`src/rtl/mem_ctrl_pkg.sv`:
```
// Shared MEM control-word definitions: command codes, sequencer states and a decode helper.
// Also used by the MEM control-word decoder.
package mem_ctrl_pkg;

  localparam logic [7:0] CTRL_NOP  = 8'h00;
  localparam logic [7:0] CTRL_LD_A = 8'h04;
  localparam logic [7:0] CTRL_LD_B = 8'h05;
  localparam logic [7:0] CTRL_CLR  = 8'h0F;
  localparam logic [7:0] CTRL_ST_A = 8'h06;
  localparam logic [7:0] CTRL_ST_B = 8'h07;
  localparam logic [7:0] CTRL_ST_R = 8'h70;

  typedef enum logic [1:0] {
    IDLE = 2'd0,
    REQ  = 2'd1,
    DONE = 2'd2
  } state_e;

  typedef enum logic [2:0] {
    K_NOP = 3'd0,
    K_RD  = 3'd1,
    K_WR  = 3'd2,
    K_CLR = 3'd3,
    K_ILL = 3'd4
  } kind_e;

  // Classify a control word into the kind of transfer it requests.
  function automatic kind_e ctrl_kind(input logic [7:0] c);
    case (c)
      CTRL_NOP:                       ctrl_kind = K_NOP;
      CTRL_LD_A, CTRL_LD_B:           ctrl_kind = K_RD;
      CTRL_ST_A, CTRL_ST_B, CTRL_ST_R: ctrl_kind = K_WR;
      CTRL_CLR:                       ctrl_kind = K_CLR;
      default:                        ctrl_kind = K_ILL;
    endcase
  endfunction

endpackage

```
`src/rtl/mem_xfer_seq.sv`:
```
// Memory transfer sequencer: runs one req/ack access per MEM control word and
// returns a single-cycle load or clear strobe to the datapath.
module mem_xfer_seq
  import mem_ctrl_pkg::*;
#(
  parameter int DW      = 4,
  parameter int AW      = 4,
  parameter int TIMEOUT = 15,
  parameter int CW      = 4
) (
  input  logic          clk,
  input  logic          rst_n,
  input  logic          ctrl_valid,
  input  logic [7:0]    ctrl,
  input  logic [AW-1:0] addr,
  output logic          ctrl_ready,
  input  logic [DW-1:0] reg_a,
  input  logic [DW-1:0] reg_b,
  input  logic [DW-1:0] reg_r,
  output logic          ld_a,
  output logic          ld_b,
  output logic          clr_ab,
  output logic [DW-1:0] ld_data,
  output logic          mem_req,
  output logic          mem_we,
  output logic [AW-1:0] mem_addr,
  output logic [DW-1:0] mem_wdata,
  input  logic [DW-1:0] mem_rdata,
  input  logic          mem_ack,
  output logic          busy,
  output logic          err
);

  localparam logic [CW-1:0] TO_LAST = CW'(TIMEOUT - 1);
  localparam logic [CW-1:0] CNT_MAX = {CW{1'b1}};

  state_e        state_q, state_d;
  logic [7:0]    ctrl_q, ctrl_d;
  logic [CW-1:0] cnt_q, cnt_d;
  logic          ctrl_ready_q, ctrl_ready_d;
  logic          ld_a_q, ld_a_d;
  logic          ld_b_q, ld_b_d;
  logic          clr_ab_q, clr_ab_d;
  logic [DW-1:0] ld_data_q, ld_data_d;
  logic          mem_req_q, mem_req_d;
  logic          mem_we_q, mem_we_d;
  logic [AW-1:0] mem_addr_q, mem_addr_d;
  logic [DW-1:0] mem_wdata_q, mem_wdata_d;
  logic          busy_q, busy_d;
  logic          err_q, err_d;

  logic          accept_s;
  logic          timeout_s;
  kind_e         kind_in_s;
  logic [7:0]    ctrl_eff_s;
  logic [DW-1:0] wsel_s;

  assign accept_s  = ctrl_valid & ctrl_ready_q;
  assign kind_in_s = ctrl_kind(ctrl);
  // Timeout fires on the last allowed REQ cycle only if that cycle has no ack.
  assign timeout_s = (state_q == REQ) & ~mem_ack & (cnt_q == TO_LAST);
  // In IDLE the strobe decision comes straight from the incoming word (clear goes IDLE->DONE).
  assign ctrl_eff_s = (state_q == IDLE) ? ctrl : ctrl_q;

  // Write-data select for the incoming command.
  always_comb begin
    case (ctrl)
      CTRL_ST_A: wsel_s = reg_a;
      CTRL_ST_B: wsel_s = reg_b;
      CTRL_ST_R: wsel_s = reg_r;
      default:   wsel_s = {DW{1'b0}};
    endcase
  end

  // State register.
  always_ff @(posedge clk or negedge rst_n) begin
    if (!rst_n) begin
      state_q <= IDLE;
    end else begin
      state_q <= state_d;
    end
  end

  // Next-state logic.
  always_comb begin
    state_d = state_q;
    case (state_q)
      IDLE: begin
        if (accept_s) begin
          case (kind_in_s)
            K_RD, K_WR: state_d = REQ;
            K_CLR:      state_d = DONE;
            default:    state_d = IDLE;
          endcase
        end else begin
          state_d = IDLE;
        end
      end
      REQ: begin
        if (mem_ack) begin
          state_d = DONE;
        end else if (timeout_s) begin
          state_d = IDLE;
        end else begin
          state_d = REQ;
        end
      end
      DONE:    state_d = IDLE;
      default: state_d = IDLE;
    endcase
  end

  // Output and datapath next values; every port is driven from a flop.
  always_comb begin
    ctrl_d       = ctrl_q;
    mem_addr_d   = mem_addr_q;
    mem_wdata_d  = mem_wdata_q;
    mem_we_d     = mem_we_q;
    err_d        = err_q;
    ld_data_d    = ld_data_q;
    cnt_d        = cnt_q;

    if (accept_s) begin
      ctrl_d      = ctrl;
      mem_addr_d  = addr;
      mem_wdata_d = wsel_s;
      mem_we_d    = (kind_in_s == K_WR);
      err_d       = (kind_in_s == K_ILL);
    end else if (timeout_s) begin
      err_d = 1'b1;
    end else begin
      err_d = err_q;
    end

    if (state_d != REQ) begin
      mem_we_d = 1'b0;
    end else begin
      mem_we_d = mem_we_d;
    end

    // Counter is held at zero outside REQ, so it starts cleared on every REQ entry.
    if (state_q != REQ) begin
      cnt_d = {CW{1'b0}};
    end else if (!mem_ack && (cnt_q != CNT_MAX)) begin
      cnt_d = cnt_q + 1'b1;
    end else begin
      cnt_d = cnt_q;
    end

    if ((state_q == REQ) && mem_ack && (ctrl_kind(ctrl_q) == K_RD)) begin
      ld_data_d = mem_rdata;
    end else begin
      ld_data_d = ld_data_q;
    end

    ctrl_ready_d = (state_d == IDLE);
    busy_d       = (state_d != IDLE);
    mem_req_d    = (state_d == REQ);
    ld_a_d       = (state_d == DONE) && (ctrl_eff_s == CTRL_LD_A);
    ld_b_d       = (state_d == DONE) && (ctrl_eff_s == CTRL_LD_B);
    clr_ab_d     = (state_d == DONE) && (ctrl_eff_s == CTRL_CLR);
  end

  // Output and datapath registers.
  always_ff @(posedge clk or negedge rst_n) begin
    if (!rst_n) begin
      ctrl_q       <= 8'h00;
      cnt_q        <= {CW{1'b0}};
      ctrl_ready_q <= 1'b1;
      ld_a_q       <= 1'b0;
      ld_b_q       <= 1'b0;
      clr_ab_q     <= 1'b0;
      ld_data_q    <= {DW{1'b0}};
      mem_req_q    <= 1'b0;
      mem_we_q     <= 1'b0;
      mem_addr_q   <= {AW{1'b0}};
      mem_wdata_q  <= {DW{1'b0}};
      busy_q       <= 1'b0;
      err_q        <= 1'b0;
    end else begin
      ctrl_q       <= ctrl_d;
      cnt_q        <= cnt_d;
      ctrl_ready_q <= ctrl_ready_d;
      ld_a_q       <= ld_a_d;
      ld_b_q       <= ld_b_d;
      clr_ab_q     <= clr_ab_d;
      ld_data_q    <= ld_data_d;
      mem_req_q    <= mem_req_d;
      mem_we_q     <= mem_we_d;
      mem_addr_q   <= mem_addr_d;
      mem_wdata_q  <= mem_wdata_d;
      busy_q       <= busy_d;
      err_q        <= err_d;
    end
  end

  assign ctrl_ready = ctrl_ready_q;
  assign ld_a       = ld_a_q;
  assign ld_b       = ld_b_q;
  assign clr_ab     = clr_ab_q;
  assign ld_data    = ld_data_q;
  assign mem_req    = mem_req_q;
  assign mem_we     = mem_we_q;
  assign mem_addr   = mem_addr_q;
  assign mem_wdata  = mem_wdata_q;
  assign busy       = busy_q;
  assign err        = err_q;

endmodule
```
`config.mk`:
```
export PLATFORM = sky130hd
export DESIGN_NAME = mem_xfer_seq
export DESIGN_NICKNAME = d
export VERILOG_FILES = /design/src/rtl/mem_ctrl_pkg.sv /design/src/rtl/mem_xfer_seq.sv
export SDC_FILE = /design/constraint.sdc
export NUM_CORES = 1
export LEC_CHECK = 0
export CORE_ASPECT_RATIO = 0.5
export CORE_MARGIN = 1.5
export CORE_UTILIZATION = 46
export CTS_CLUSTER_SIZE = 25
export DETAILED_ROUTE_END_ITERATION = 8
export PLACE_DENSITY = 0.88
export SLEW_MARGIN = 10
export SYNTH_ARGS = -nofsm -noshare
export SYNTH_HDL_FRONTEND = slang
export SYNTH_SLANG_ARGS = --single-unit
```
`constraint.sdc`:
```
create_clock -name clk -period 2.8 [get_ports clk]
set_clock_uncertainty 0.2 [all_clocks]
set_input_delay 0.28 -clock clk [delete_from_list [all_inputs] [get_ports clk]]
set_output_delay 0.28 -clock clk [all_outputs]
set_load 0.005 [all_outputs]
```
==> summary.txt <==
Run status
  – Result of the run: completed

GRT
  – Met2 Use GR: 0.3405
  – Global-route total usage across every layer: 0.1977
  – Gr ovfl total: 0
  – Global-route wire length before repair: ~5.8 mm
  – Busiest grt layer: met2
  – Met1 Track Usage GR: 0.2402
  – Pin count of the biggest net entering global routing: 35
  – GR Layer Usage met3: 0.05978
  – Initial antenna violation count: 0
  – Via count of the first global-routing pass: between 1000 and 1500

CTS
  – Hold buffers post-CTS: 0
  – CTS tree: built
  – Master cell of the clock root buffer: sky130_fd_sc_hd__clkbuf_8
  – Num CTS Buffers: 5
  – Post-cts repair resize count: 0
  – Clock sink total: 34
  – Latest clock arrival within the worst-skew pair: ~290 ps
  – H-tree lvl count: 2
  – Post-CTS setup buffers: 0
  – Clock transition at the registers of the reported paths: roughly 60 ps
  – Max Buffers Root-to-Sink: 2

Timing
  – Ratio of final minimum period to clock period: 0.7505
  – Worst slew slack as a fraction of its limit: 0.6844
  – Time the worst path needs with I/O delays and setup: approximately 2100 ps
  – Final setup viols: 0
  – RSZ-0062 raised after global routing: no
  – Slew Limit Fails: 0
  – Worst hold slack after final layout: ~190 ps
  – Worst setup slack after layout: about 700 ps
  – Max Fclk: between 0.4 and 0.5 GHz
  – Final hold violation count: 0
  – Slew of the pin with the lowest slew margin: ~470 ps
  – Setup TNS: 0 ps

Worst setup path
  – Series of cell instances along the critical path: and2_0 -> a41oi_1 -> or4_4 -> nor3_1
  – WS Path Type: register to register
  – Count of buffer and inverter cells on the critical path: 0
  – Setup crit end kind: register
  – Sort of element at the start of the critical path: register
  – Cell class contributing the biggest share of worst-path delay: simple AND/OR/NAND/NOR gates
  – Stage delay of the slowest cell on the critical path: 570 ps
  – Highest fanout seen on the critical path: 5
  – Required time of the critical path: ~2800 ps
  – Arrival time reported for the critical path endpoint: about 2100 ps
  – Worst path slowest cell: sky130_fd_sc_hd__or4_4

Synthesis
  – Area contributors post-synth: sky130_fd_sc_hd__dfrtp_1 50%, sky130_fd_sc_hd__mux2_2 14%, sky130_fd_sc_hd__nor2_1 3.6%
  – Fraction of synthesis flops using an asynchronous set or reset pin: 1.000
  – Gate count of the mapped netlist: between 100 and 150
  – EDFF count, synth: 0
  – Sequential cell area fraction in the yosys report: 0.5136
  – Commonest register cell after synthesis: sky130_fd_sc_hd__dfrtp_1
  – Unique cell type count in the Yosys netlist: between 40 and 50
  – Fraction of synthesized cell area taken by the top area cell type: 0.4977
  – Average footprint of a synthesized cell: roughly 11 sq um
  – Net count after synthesis: between 150 and 200
  – Cell type with the largest total area after synthesis: sky130_fd_sc_hd__dfrtp_1
  – Netlist area before placement: ~1700 sq um
  – Warnings, synthesis: 0
  – Number of synthesized register bits: 34

Final layout
  – Final #Nets: 239
  – End-of-flow core utilization: 0.6809
  – Area added between synthesis and finish: 40.95%
  – Most common library cell in the layout ignoring fill and taps: sky130_fd_sc_hd__clkdlybuf4s50_1
  – Ant diodes: 0
  – Most used cells in the layout excluding fill and tap cells: 51 x sky130_fd_sc_hd__clkdlybuf4s50_1, 33 x sky130_fd_sc_hd__dfrtp_1, 20 x sky130_fd_sc_hd__mux2_2
  – Share of layout cells above drive strength 1: 0.2039

Pwr
  – Internal power contribution: about 800 uW
  – Sw Ratio: 0.2288
  – Switching power: 238.8 uW
  – Proportion of power drawn by the clock network: 0.351
  – Worst IR Drop VDD: roughly 0.25 mV
  – Pwr Density: approximately 450 nW/um^2
  – Combinational Power Share: 0.143
  – Static Leakage: ~0.96 nW
  – Fraction of power consumed by sequential logic: 0.506

Die
  – Total Die Area: 3998 sq um
  – Starting density of the core: 0.4831
  – Standard-cell rows: 15
  – Count of pins on the block boundary: 52
  – Die boundary height: about 45 um
  – Die X-Extent: slightly below 90 um
  – Area of the core: between 3000 and 4000 sq um

Drt
  – Initial drt markers: 75
  – Post-Route WL: roughly 3.7 mm
  – Via count normalized by instance count: between 5 and 6
  – Antenna violation net count after detailed routing: 0
  – Pre-Repair DR Iteration Count: 4
  – Routed length per placed instance: 14.32 um
  – Post-detailed-route DRC marker count: 0
  – Via count of the routed design: about 1400

Placement
  – Routability congestion estimate from global placement: approximately 0.80
  – PortBufs: 51
  – Post-DP HPWL: about 2.8 mm
  – Worst Setup Slack post-DPL: roughly 450 ps

Flow run
  – Max-capacitance violation count: 0

Worst hold path
  – Hold crit path type: input port to async pin
[path summary, 6_finish.rpt]
path | from | to | slack, ps | depth (start not counted)
worst max-delay path | ctrl_ready$_DFF_PN1_ | clr_ab$_DFF_PN0_ | 700 | 4
worst min-delay path | rst_n | cnt_q[0]$_DFFE_PN0P_ | 190 | 2
worst max register to register | ctrl_ready$_DFF_PN1_ | clr_ab$_DFF_PN0_ | 700 | 4
worst min register to register | mem_wdata[2]$_DFFE_PN0P_ | mem_wdata[2]$_DFFE_PN0P_ | 280 | 2
max in group asynchronous | rst_n | ctrl_ready$_DFF_PN1_ | 1880 | 2
min in group clk | mem_wdata[2]$_DFFE_PN0P_ | mem_wdata[2]$_DFFE_PN0P_ | 280 | 2
[per-layer routing]
layer / part of all wire / wire length [um]
met5: 0 / 0
met1: 0.44 / 1621
met3: 0.060 / 222
met4: 0.0081 / 30
met2: 0.49 / 1807
[layout make-up]
type	instances	area, sq um
Tap cell	51	63.81
Fill cell	241	1096
Inverter	3	11.26
Timing Repair Buffer	56	548.0
Sequential cell	34	852.1
Clock buffer	8	90.09
Multi-Input combinational cell	105	773.2
[power groups by stage]
stage | registers, mW | clock network, mW | logic [mW]
floorplan | 0.535 | 0 | 0.0594
global placement | 0.536 | 0 | 0.146
detailed placement | 0.536 | 0 | 0.150
CTS | 0.528 | 0.374 | 0.151
global route | 0.530 | 0.398 | 0.163
finish | 0.528 | 0.366 | 0.150
[cells in the mapped netlist, types with 3 or more instances]
master                     count
sky130_fd_sc_hd__dfrtp_1      33
sky130_fd_sc_hd__mux2_2       20
sky130_fd_sc_hd__nor2_1       16
sky130_fd_sc_hd__nand2_1       8
sky130_fd_sc_hd__o21ai_0       7
sky130_fd_sc_hd__clkbuf_1      6
sky130_fd_sc_hd__nor3_1        5
sky130_fd_sc_hd__a22oi_1       4
sky130_fd_sc_hd__a31oi_1       3
sky130_fd_sc_hd__inv_1         3
sky130_fd_sc_hd__nand3_1       3
sky130_fd_sc_hd__nand4_1       3
[state kept, by name, indices dropped and copies added (netlist names), 2 cells and up]
name	count
ld_data	4
mem_wdata	4
cnt_q	4
ctrl_q	8
mem_addr	4
state_q	2
[cells by family after synthesis]
| family | share of synthesized area |
|---|---|
| compound gates | 0.1086 |
| xor+xnor | 0.01584 |
| fa+ha+maj | 0.01508 |
| buf+inv | 0.02036 |
| flops | 0.5136 |
| mux | 0.1418 |
| simple gates | 0.1848 |
[through the flow]
stage,cell area [sq um],instances,power [mW]
after floorplan,1659,148,0.5941
after global placement,2248,249,0.6822
after detailed placement,2248,249,0.6865
after CTS,2338,257,1.052
after global routing,2338,257,1.092
final,2338,257,1.044
[worst register-to-register path: stages, from the launching register on]
cell                      delay (ps)
sky130_fd_sc_hd__dfstp_2         540
sky130_fd_sc_hd__and2_0          320
sky130_fd_sc_hd__a41oi_1         170
sky130_fd_sc_hd__or4_4           570
sky130_fd_sc_hd__nor3_1          210
No activity file was read; power rests on OpenSTA's default activity.
